[config.mk]
export PLATFORM = sky130hd
export DESIGN_NAME = fp_add_result_buffer
export DESIGN_NICKNAME = d
export VERILOG_FILES = /design/src/rtl/fp_add_result_buffer.sv
export SDC_FILE = /design/constraint.sdc
export NUM_CORES = 1
export LEC_CHECK = 0
export ABC_CLOCK_PERIOD_IN_PS = 2900
export CORE_MARGIN = 2
export CORE_UTILIZATION = 45
export CTS_CLUSTER_DIAMETER = 200
export CTS_CLUSTER_SIZE = 12
export DETAILED_ROUTE_END_ITERATION = 8
export PLACE_DENSITY_LB_ADDON = 0.05
export SLEW_MARGIN = 20
export SYNTH_ARGS = -nofsm -noshare
export SYNTH_HDL_FRONTEND = slang
export SYNTH_SLANG_ARGS = --single-unit
[constraint.sdc]
create_clock -name clk -period 2.9 [get_ports clk]
set_clock_uncertainty 0.05 [all_clocks]
set_input_delay 0.725 -clock clk [delete_from_list [all_inputs] [get_ports clk]]
set_output_delay 0.725 -clock clk [all_outputs]
set_load 0.02 [all_outputs]
[src/rtl/fp_add_result_buffer.sv]
// Result FIFO behind the combinational fp_adder.
// Holds {result, tag, flags} until writeback and keeps sticky NV/OF/UF.
module fp_add_result_buffer #(
  parameter int DEPTH = 4,
  parameter int TAG_W = 5
) (
  input  logic                     clk,
  input  logic                     rst_n,
  input  logic                     in_valid,
  output logic                     in_ready,
  input  logic [31:0]              in_result,
  input  logic                     in_overflow,
  input  logic                     in_underflow,
  input  logic [TAG_W-1:0]         in_tag,
  output logic                     out_valid,
  input  logic                     out_ready,
  output logic [31:0]              out_result,
  output logic [TAG_W-1:0]         out_tag,
  output logic [2:0]               out_flags,
  output logic [2:0]               fflags,
  input  logic                     fflags_clr,
  output logic [$clog2(DEPTH):0]   count,
  output logic                     full,
  output logic                     empty
);

  localparam int AW = $clog2(DEPTH);
  localparam int CW = AW + 1;

  typedef struct packed {
    logic [31:0]      result;
    logic [TAG_W-1:0] tag;
    logic [2:0]       flags;
  } entry_t;

  entry_t         mem [DEPTH];
  logic [AW-1:0]  wptr;
  logic [AW-1:0]  rptr;
  logic           push;
  logic           pop;
  logic           nv;
  logic [2:0]     in_flags;
  entry_t         head;

  assign full      = (count == CW'(DEPTH));
  assign empty     = (count == '0);
  assign in_ready  = !full;
  assign out_valid = !empty;

  assign push = in_valid && in_ready;
  assign pop  = out_valid && out_ready;

  assign nv       = (in_result[30:23] == 8'hFF) && (in_result[22:0] != '0);
  assign in_flags = {nv, in_overflow, in_underflow};

  assign head       = mem[rptr];
  assign out_result = head.result;
  assign out_tag    = head.tag;
  assign out_flags  = head.flags;

  // Storage is intentionally left out of reset.
  always_ff @(posedge clk) begin
    if (push) begin
      mem[wptr] <= '{result: in_result, tag: in_tag, flags: in_flags};
    end
  end

  always_ff @(posedge clk or negedge rst_n) begin
    if (!rst_n) begin
      wptr  <= '0;
      rptr  <= '0;
      count <= '0;
    end else begin
      if (push) wptr <= wptr + AW'(1);
      if (pop)  rptr <= rptr + AW'(1);
      unique case (1'b1)
        push && !pop: count <= count + CW'(1);
        pop && !push: count <= count - CW'(1);
        default:      count <= count;
      endcase
    end
  end

  // A clear never wipes flags arriving with the same push.
  always_ff @(posedge clk or negedge rst_n) begin
    if (!rst_n) begin
      fflags <= 3'b000;
    end else begin
      fflags <= (fflags_clr ? 3'b000 : fflags)
              | (push ? in_flags : 3'b000);
    end
  end

endmodule

Yosys cells after proc, flatten, opt, wreduce, memory -nomap -nowiden:

Memories as Yosys holds them, arrays and structs flattened.
Cells that the tools add are included.

* logic and storage cells: 29
* input bits: 44
* memories kept: 1
* memory bits (writable): 160
* output and inout bits: 50
* register bits after elaboration: 10

* bitwise operators: 1
* reductions and logical operators: 12
* $add $sub $neg: 4
* mux-type cells: 5
* equal/unequal tests: 2

Memories
* mem: words 4, bits a word 40, rd ports 1, clocked after Yosys merged registers in 0, wr ports 1, line 36 `entry_t mem [DEPTH];`

Operators with widths (count)
* $reduce_bool A23 Y1: 1
* $eq A8 B8 Y1 const B: 1
* $mux W3: 2
* $pmux W3 S2: 1
* $logic_and A1 B1 Y1: 5
* $add A2 B1 Y2 const B: 2
* $logic_not A1 Y1: 4
* $add A3 B1 Y3 const B: 1
* $eq A3 B3 Y1 const B: 1
* $logic_not A3 Y1: 1
* $or A3 B3 Y3: 1
* $sub A3 B1 Y3 const B: 1
* $mux W1: 2
* $reduce_bool A2 Y1: 1

Longest topological paths before layout:

Gate-level depths: netlist of the first run.

* depth in word-level cells: 6
* gate-level depth with buffers: 11
* depth with buffers taken out: 9

Worst setup path after synthesis of the first run:

OpenSTA, ideal clock, no wires.

* kind: register -> register
* from: reg count[0]
* to: reg count[2]
* stages on the path, launching flop included: 12
* period minus slack after synthesis: 2.432 ns
* library setup time: 0.080 ns
* path slack: 0.468 ns
* data required time: 2.770 ns
* data arrival time: 2.302 ns
* buffers on the path: 2
* cell sequence: dfrtp_1 or3b_1 buf_6 and2_4 buf_6 inv_1 ha_1 inv_1 fa_1 xor2_1 nor2_1 xor2_1

* cells in the longest elaborated chain, start to end: 6
* elaborated cells between the ends (all ways): 14
* those cells by class: add/sub (2); eq/ne (1); mux (1); reduce/logical (10)

Ends and longest elaborated chain
* from (decl): line 22 `output logic [$clog2(DEPTH):0] count,`
* from (signal assigned): line 77 `push && !pop: count <= count + CW'(1);`
* from (signal assigned): line 78 `pop && !push: count <= count - CW'(1);`
* from (signal assigned): line 79 `default: count <= count;`
* $eq A3 B3 Y1 (*): line 45 `assign full = (count == CW'(DEPTH));`
* $logic_not A1 Y1 (*): line 47 `assign in_ready = !full;`
* via in_ready: line 10 `output logic in_ready,`
* $logic_and A1 B1 Y1 (*): line 50 `assign push = in_valid && in_ready;`
* $logic_not A1 Y1: line 78
* $logic_and A1 B1 Y1: line 78
* $pmux W3 S2 or $reduce_bool A2 Y1 (tied branches)

The timed path passes the listed nets; every way through them passes the cells marked *.
A chain may end at the register's enable or synchronous reset.

Final worst setup path of the first run:

* from: reg count[0]
* to: out empty

* cells in the longest elaborated chain, start to end: 1

Ends and longest elaborated chain
* $logic_not A3 Y1: line 46 `assign empty = (count == '0);`
* to (decl): line 24 `output logic empty`

Every way passes these cells.

==> results of run 1 <==
[layout by cell type (no fill, tap or decap), types with 2 or more instances in the layout]
| cell type | count |
|---|---|
| edfxtp_1 | 160 |
| clkdlybuf4s50_1 | 53 |
| mux4_2 | 40 |
| dlygate4sd2_1 | 40 |
| clkbuf_16 | 17 |
| inv_1 | 9 |
| buf_4 | 9 |
| dfrtp_1 | 8 |
| ha_1 | 5 |
| and3_2 | 4 |
| clkinv_2 | 4 |
| clkinv_1 | 4 |
| nor4_1 | 3 |
| and4_1 | 3 |
| xor2_1 | 3 |
| xnor2_1 | 3 |
| bufinv_16 | 3 |
| buf_12 | 3 |
| a22o_1 | 2 |
| nor3_1 | 2 |
| or4_1 | 2 |
| nor2_1 | 2 |
| nand2_1 | 2 |
| a21oi_1 | 2 |
| clkinv_4 | 2 |
| clkinvlp_4 | 2 |
| dfrtp_2 | 2 |
[logic make-up after synthesis]
| group | Yosys count | synth area share (%) |
|---|---|---|
| muxes | 42 | 14.5 |
| DFF | 170 | 78.9 |
| and+or+nand+nor | 22 | 2.29 |
| AOI/OAI and AO/OA | 6 | 0.723 |
| xor gates and xnor gates | 6 | 0.820 |
| adders and majority gates | 6 | 1.29 |
| buffers and inverters | 21 | 1.54 |
[final timing paths]
path	startpoint	endpoint	slack [ns]	cells after the start
min in group asynchronous	rst_n	count[2]	0.58	1
max in group asynchronous	rst_n	rptr[0]	1.87	1
worst min-delay path	fflags[1]	fflags[1]	0.49	1
worst min register to register	fflags[1]	fflags[1]	0.49	1
worst max register to register	count[0]	count[2]	0.60	9
worst max-delay path	count[0]	empty	0.12	3
[stage by stage]
step | util, % | instances
final | 58.8 | 578
after global routing | 58.8 | 578
after CTS | 58.8 | 578
after detailed placement | 55.0 | 546
after global placement | 55.0 | 546
after floorplan | - | 273
[what timing repair did]
| action | CTS | global route |
|---|---|---|
| setup endpoints to repair | 40 | 1 |
| gates resized for setup | 40 | 1 |
| hold buffers | 0 | 0 |
| cloned | 0 | 0 |
| endpoints found under the hold margin | 0 | 0 |
[state kept, by name (all words and copies together), names as in the netlist]
signal and flops:
mem 160, count 3, fflags 3, rptr 2
wptr 2
[layer usage]
metal  GRT usage [%]  part of all wire [%]  up-vias
met5               0                     0        -
met4            5.61                   1.1        0
met3            4.70                   4.9       10
met2            27.5                    50       94
met1            23.0                    44     1622
li1                -                     -     1365
[final cells by class]
class                           instances  area [µm²]  share of cell area [%]
Sequential cell                       170        5060                    61.9
Tap cell                              180         225                    2.76
Inverter                                9        33.8                   0.414
Clock inverter                         15         158                    1.93
Multi-Input combinational cell         82        1260                    15.4
Clock buffer                           17         425                    5.21
Timing Repair Buffer                  105        1010                    12.4
[critical path, cell delays in order, from the launching register on]
cell             delay, ns
dfrtp_1               0.43
or3_2                 0.50
inv_1                 0.06
clkdlybuf4s50_1       0.60
[report_power, final]
group          internal [W]  switching (W)  leakage (nW)
Combinational       0.00130        0.00158         0.949
Sequential          0.00324       0.000143          1.59
Clock               0.00134       0.000861         0.282
Total               0.00588        0.00258          2.82
==> summary.txt, run 1 <==
Global routing
  – Largest net degree at the start of global routing: 28
  – First-pass GRT wire length: 18500 µm
  – Initial antenna violation count: 0
  – Overall Global Routing Usage: 17.2%
  – Grt ovf: 0
  – Number of global-route vias before repair: 3318

CTS
  – # H-tree levels: 4
  – Clock transition at path regs: 0.06 ns
  – CTS tree: built
  – Root buf cell: clkbuf_16
  – Clock Path Buffers: 2
  – Sink Count: 170
  – TritonCTS Buffers: 17
  – Setup Fix Bufs, Post-CTS: 0
  – Worst skew pair latency: 0.41 ns

Pwr
  – Peak supply drop: 0.000475 V
  – Power Dens Cells: 1040 nW/µm²
  – Leakage Power: 2.82 nW
  – Power, Total: 0.00846 W

Drt
  – Wirelength per Cell: 20.6 µm
  – Via density per instance: 5.35
  – TritonRoute pass-1 iters: 4
  – Routed WL: 11900 µm
  – DRT antenna net count: 0
  – Vias post-DR: 3091
  – Drt initial violations: 210
  – Residual DRC count: 0

STA
  – Unrepaired setup endpoints after global routing: no
  – Final hold violations: 0
  – Peak Freq: 359 MHz
  – Post-layout worst setup margin: 0.118 ns
  – Hold_ws: 0.490 ns
  – Final Cycle Share: 95.9%
  – Slew Limit Fails: 0
  – Final worst path period need: 2.78 ns
  – Setup TNS Final: 0 ns
  – Relative slew margins: 68.9%
  – Worst Tran Pin Value: 0.464 ns
  – Endpoints failing setup: 0

Critical path
  – CP required: 2.12 ns
  – CP Class: flop to primary output
  – Critical Path Source Type: flop
  – Crit end category: primary output
  – Critical path peak fanout: 6
  – Critical Path AT: 2.01 ns

Synthesis
  – Async S/R FF share, synth: 5.88%
  – Most frequent cell after synthesis: edfxtp_1
  – Yosys reg bits: 170
  – Post-Syn Nets: 323
  – Post-Syn Area: 6410 µm²
  – Post-Synthesis Cells: 273
  – Commonest cells post-synth: 160 x edfxtp_1, 40 x mux4_2, 10 x dfrtp_1
  – Post-synth top flop: edfxtp_1
  – Post-synth EDFFs: 160
  – Post-synthesis average cell area: 23.5 µm²
  – Area leader, netlist: edfxtp_1
  – Post-synthesis sequential area ratio: 78.9%
  – Yosys cell types: 29
  – Ys Warns: 0
  – Synth top area share: 75.0%
  – Area contributors post-synth: edfxtp_1 75%, mux4_2 14%, dfrtp_1 3.9%

Floorplanning
  – Core area: 13900 µm²
  – Initial Utilization: 46.2%
  – Die area: 15200 µm²
  – # rows: 43
  – Die outline width: 123 µm
  – Die Y: 123 µm
  – Ports: 94

Run
  – Max cap viols: 0

Finish
  – Post-route cell area: 8160 µm²
  – Share of layout cells above drive strength 1: 22.9%
  – # diodes: 0
  – Layout filler cell count: 1050
  – Layout Nets: 435
  – Layout area overhead: 27.4%

Place
  – Pre-CTS setup slack: 0.241 ns
  – Hpwl dp: 7520 µm
  – Port Buffers: 93
  – Global placement routability congestion: 0.689
  – Placed Area: 7630 µm²

Worst hold path
  – Hold Path Class: flop to flop

Outcome
  – Status: complete, no violations
Note: power is estimated with default switching activity, not from simulation.
==> inputs of run 2 (changes only) <==
- CAP_MARGIN: default -> 20
==> results of run 2 <==
The final DEF is identical to that of run 1; final timing and power are the same.
==> variant (config.mk and constraints of run 2) <==
Set the parameter `TAG_W` to 10 (it was 5).
--- a/src/rtl/fp_add_result_buffer.sv
+++ b/src/rtl/fp_add_result_buffer.sv
@@ -4,3 +4,3 @@
   parameter int DEPTH = 4,
-  parameter int TAG_W = 5
+  parameter int TAG_W = 10
 ) (
Interface: changed (resized in_tag and out_tag); port bits go from 94 to 104. No check against the original RTL was run, so the function may have changed too.
==> variant against run 2 <==
  * Final area grew 12%
  * Sequential cell count grew 20
  * Area after synthesis grew 12%
  * Hold slack lost 20 ps
  * Critical endpoint is now out_tag[7]
  * Critical path type unchanged
  * Sequential share of layout area shrank 0.15 points
  * Clock power grew 14%
  * Total power grew 13%
  * Count of clock-buffer cells in the layout grew 4
  * Maximum frequency grew 0.18%
  * Setup slack gained 5.0 ps
  * Wire length grew 11%
==> variant: results (changes against run 2) <==
stage	metric	value	unit	change
power	p_per_area	1044	nW/um2	was 1037 nW/um2
placement	place_inst	619		was 546
global_routing	grt_pass1_wl	20.02	mm	was 18.51 mm
cells_and_area	reg.largest.list	mem (180), count (3), fflags (3)		was mem (160), count (3), fflags (3)
cells_and_area	buf_share	13.07	%	was 12.35%
placement	dpl-instance-area	8567	um2	was 7629 um2
critical_path	worstSetupStartpoint	rptr[0]		was count[0]
clock_network	cts_num_sinks	190		was 170
outcome	status	complete, no violations		unchanged
worst_hold_path	hp-start	fflags[0]		was fflags[1]
floorplan	dieWidth	130.1	um	was 123.3 um
critical_path	max_stage_delay	540	ps	was 600 ps
cells_and_area	clockNetworkAreaShare	7.007	%	was 7.142%
clock_network	cts_resized	46		was 40
cells_and_area	num-fill-cells	1199		was 1050
global_routing	grt_max_degree	31		was 28
logic_synthesis	syn_area_per_cell	24.34	um2	was 23.47 um2
drt	wl_per_cell	20.42	um	was 20.64 um
global_routing	grt.total_usage	16.65	%	was 17.18%
logic_synthesis	synthesis.nets	349		was 323
logic_synthesis	synth.area.top_cells	edfxtp_1, mux4_2, dfrtp_1		unchanged
cells_and_area	drive_above_1_share	23.91	%	was 22.86%
global_routing	grt_pass1_vias	3475		was 3318
placement	portBuffers	103		was 93
critical_path	cp_slowest_cell	mux4_2		was clkdlybuf4s50_1
cells_and_area	buffers	120		was 105
power	power	0.009562	W	was 0.008462 W
sta	hold_slack	470.6	ps	was 490.2 ps
power	pwr-share-seq	39.5	%	was 40.0%
worst_hold_path	hold_end	fflags[0]		was fflags[1]
power	power_frac_clock	26.2	%	was 26.0%
clock_network	worstSkewPairLatency	430	ps	was 410 ps
sta	finalWorstSetupSlack	122.7	ps	was 117.7 ps
power	intPower	0.006684	W	was 0.005881 W
placement	place_hpwl	8.405	mm	was 7.520 mm
critical_path	crit_path_end	out_tag[7]		was empty
logic_synthesis	netlist_top_cells_count	edfxtp_1, mux4_2, dfrtp_1		unchanged
## variant: cell count changes in the layout (fill, tap and decap cells not counted), moves of 3 or more
cell,delta
and4_1,-3
buf_12,+3
clkbuf_1,+3
clkdlybuf4s50_1,+5
clkinv_1,-4
dlygate4sd2_1,+5
edfxtp_1,+20
mux4_2,+5
nand4_1,+3
## variant: cells by family (layout without fill, tap and decap cells)
group	after synthesis	after routing	synth area share [%]
compound gates	4	4	0.4722
buf+inv	20	161	2.081
fa+ha+maj	6	6	1.154
mux	47	47	14.51
flops	190	190	79.03
xor+xnor	6	6	0.7345
simple gates	21	21	2.011
## variant: metal layers
| metal | vias to the layer above | part of all wire, % | track usage (%) |
|---|---|---|---|
| met5 | - | 0 | 0 |
| met4 | 0 | 1.1 | 5.693 |
| met3 | 14 | 5.6 | 5.166 |
| met2 | 81 | 48 | 25.72 |
| met1 | 1779 | 45 | 22.83 |
| li1 | 1490 | - | - |
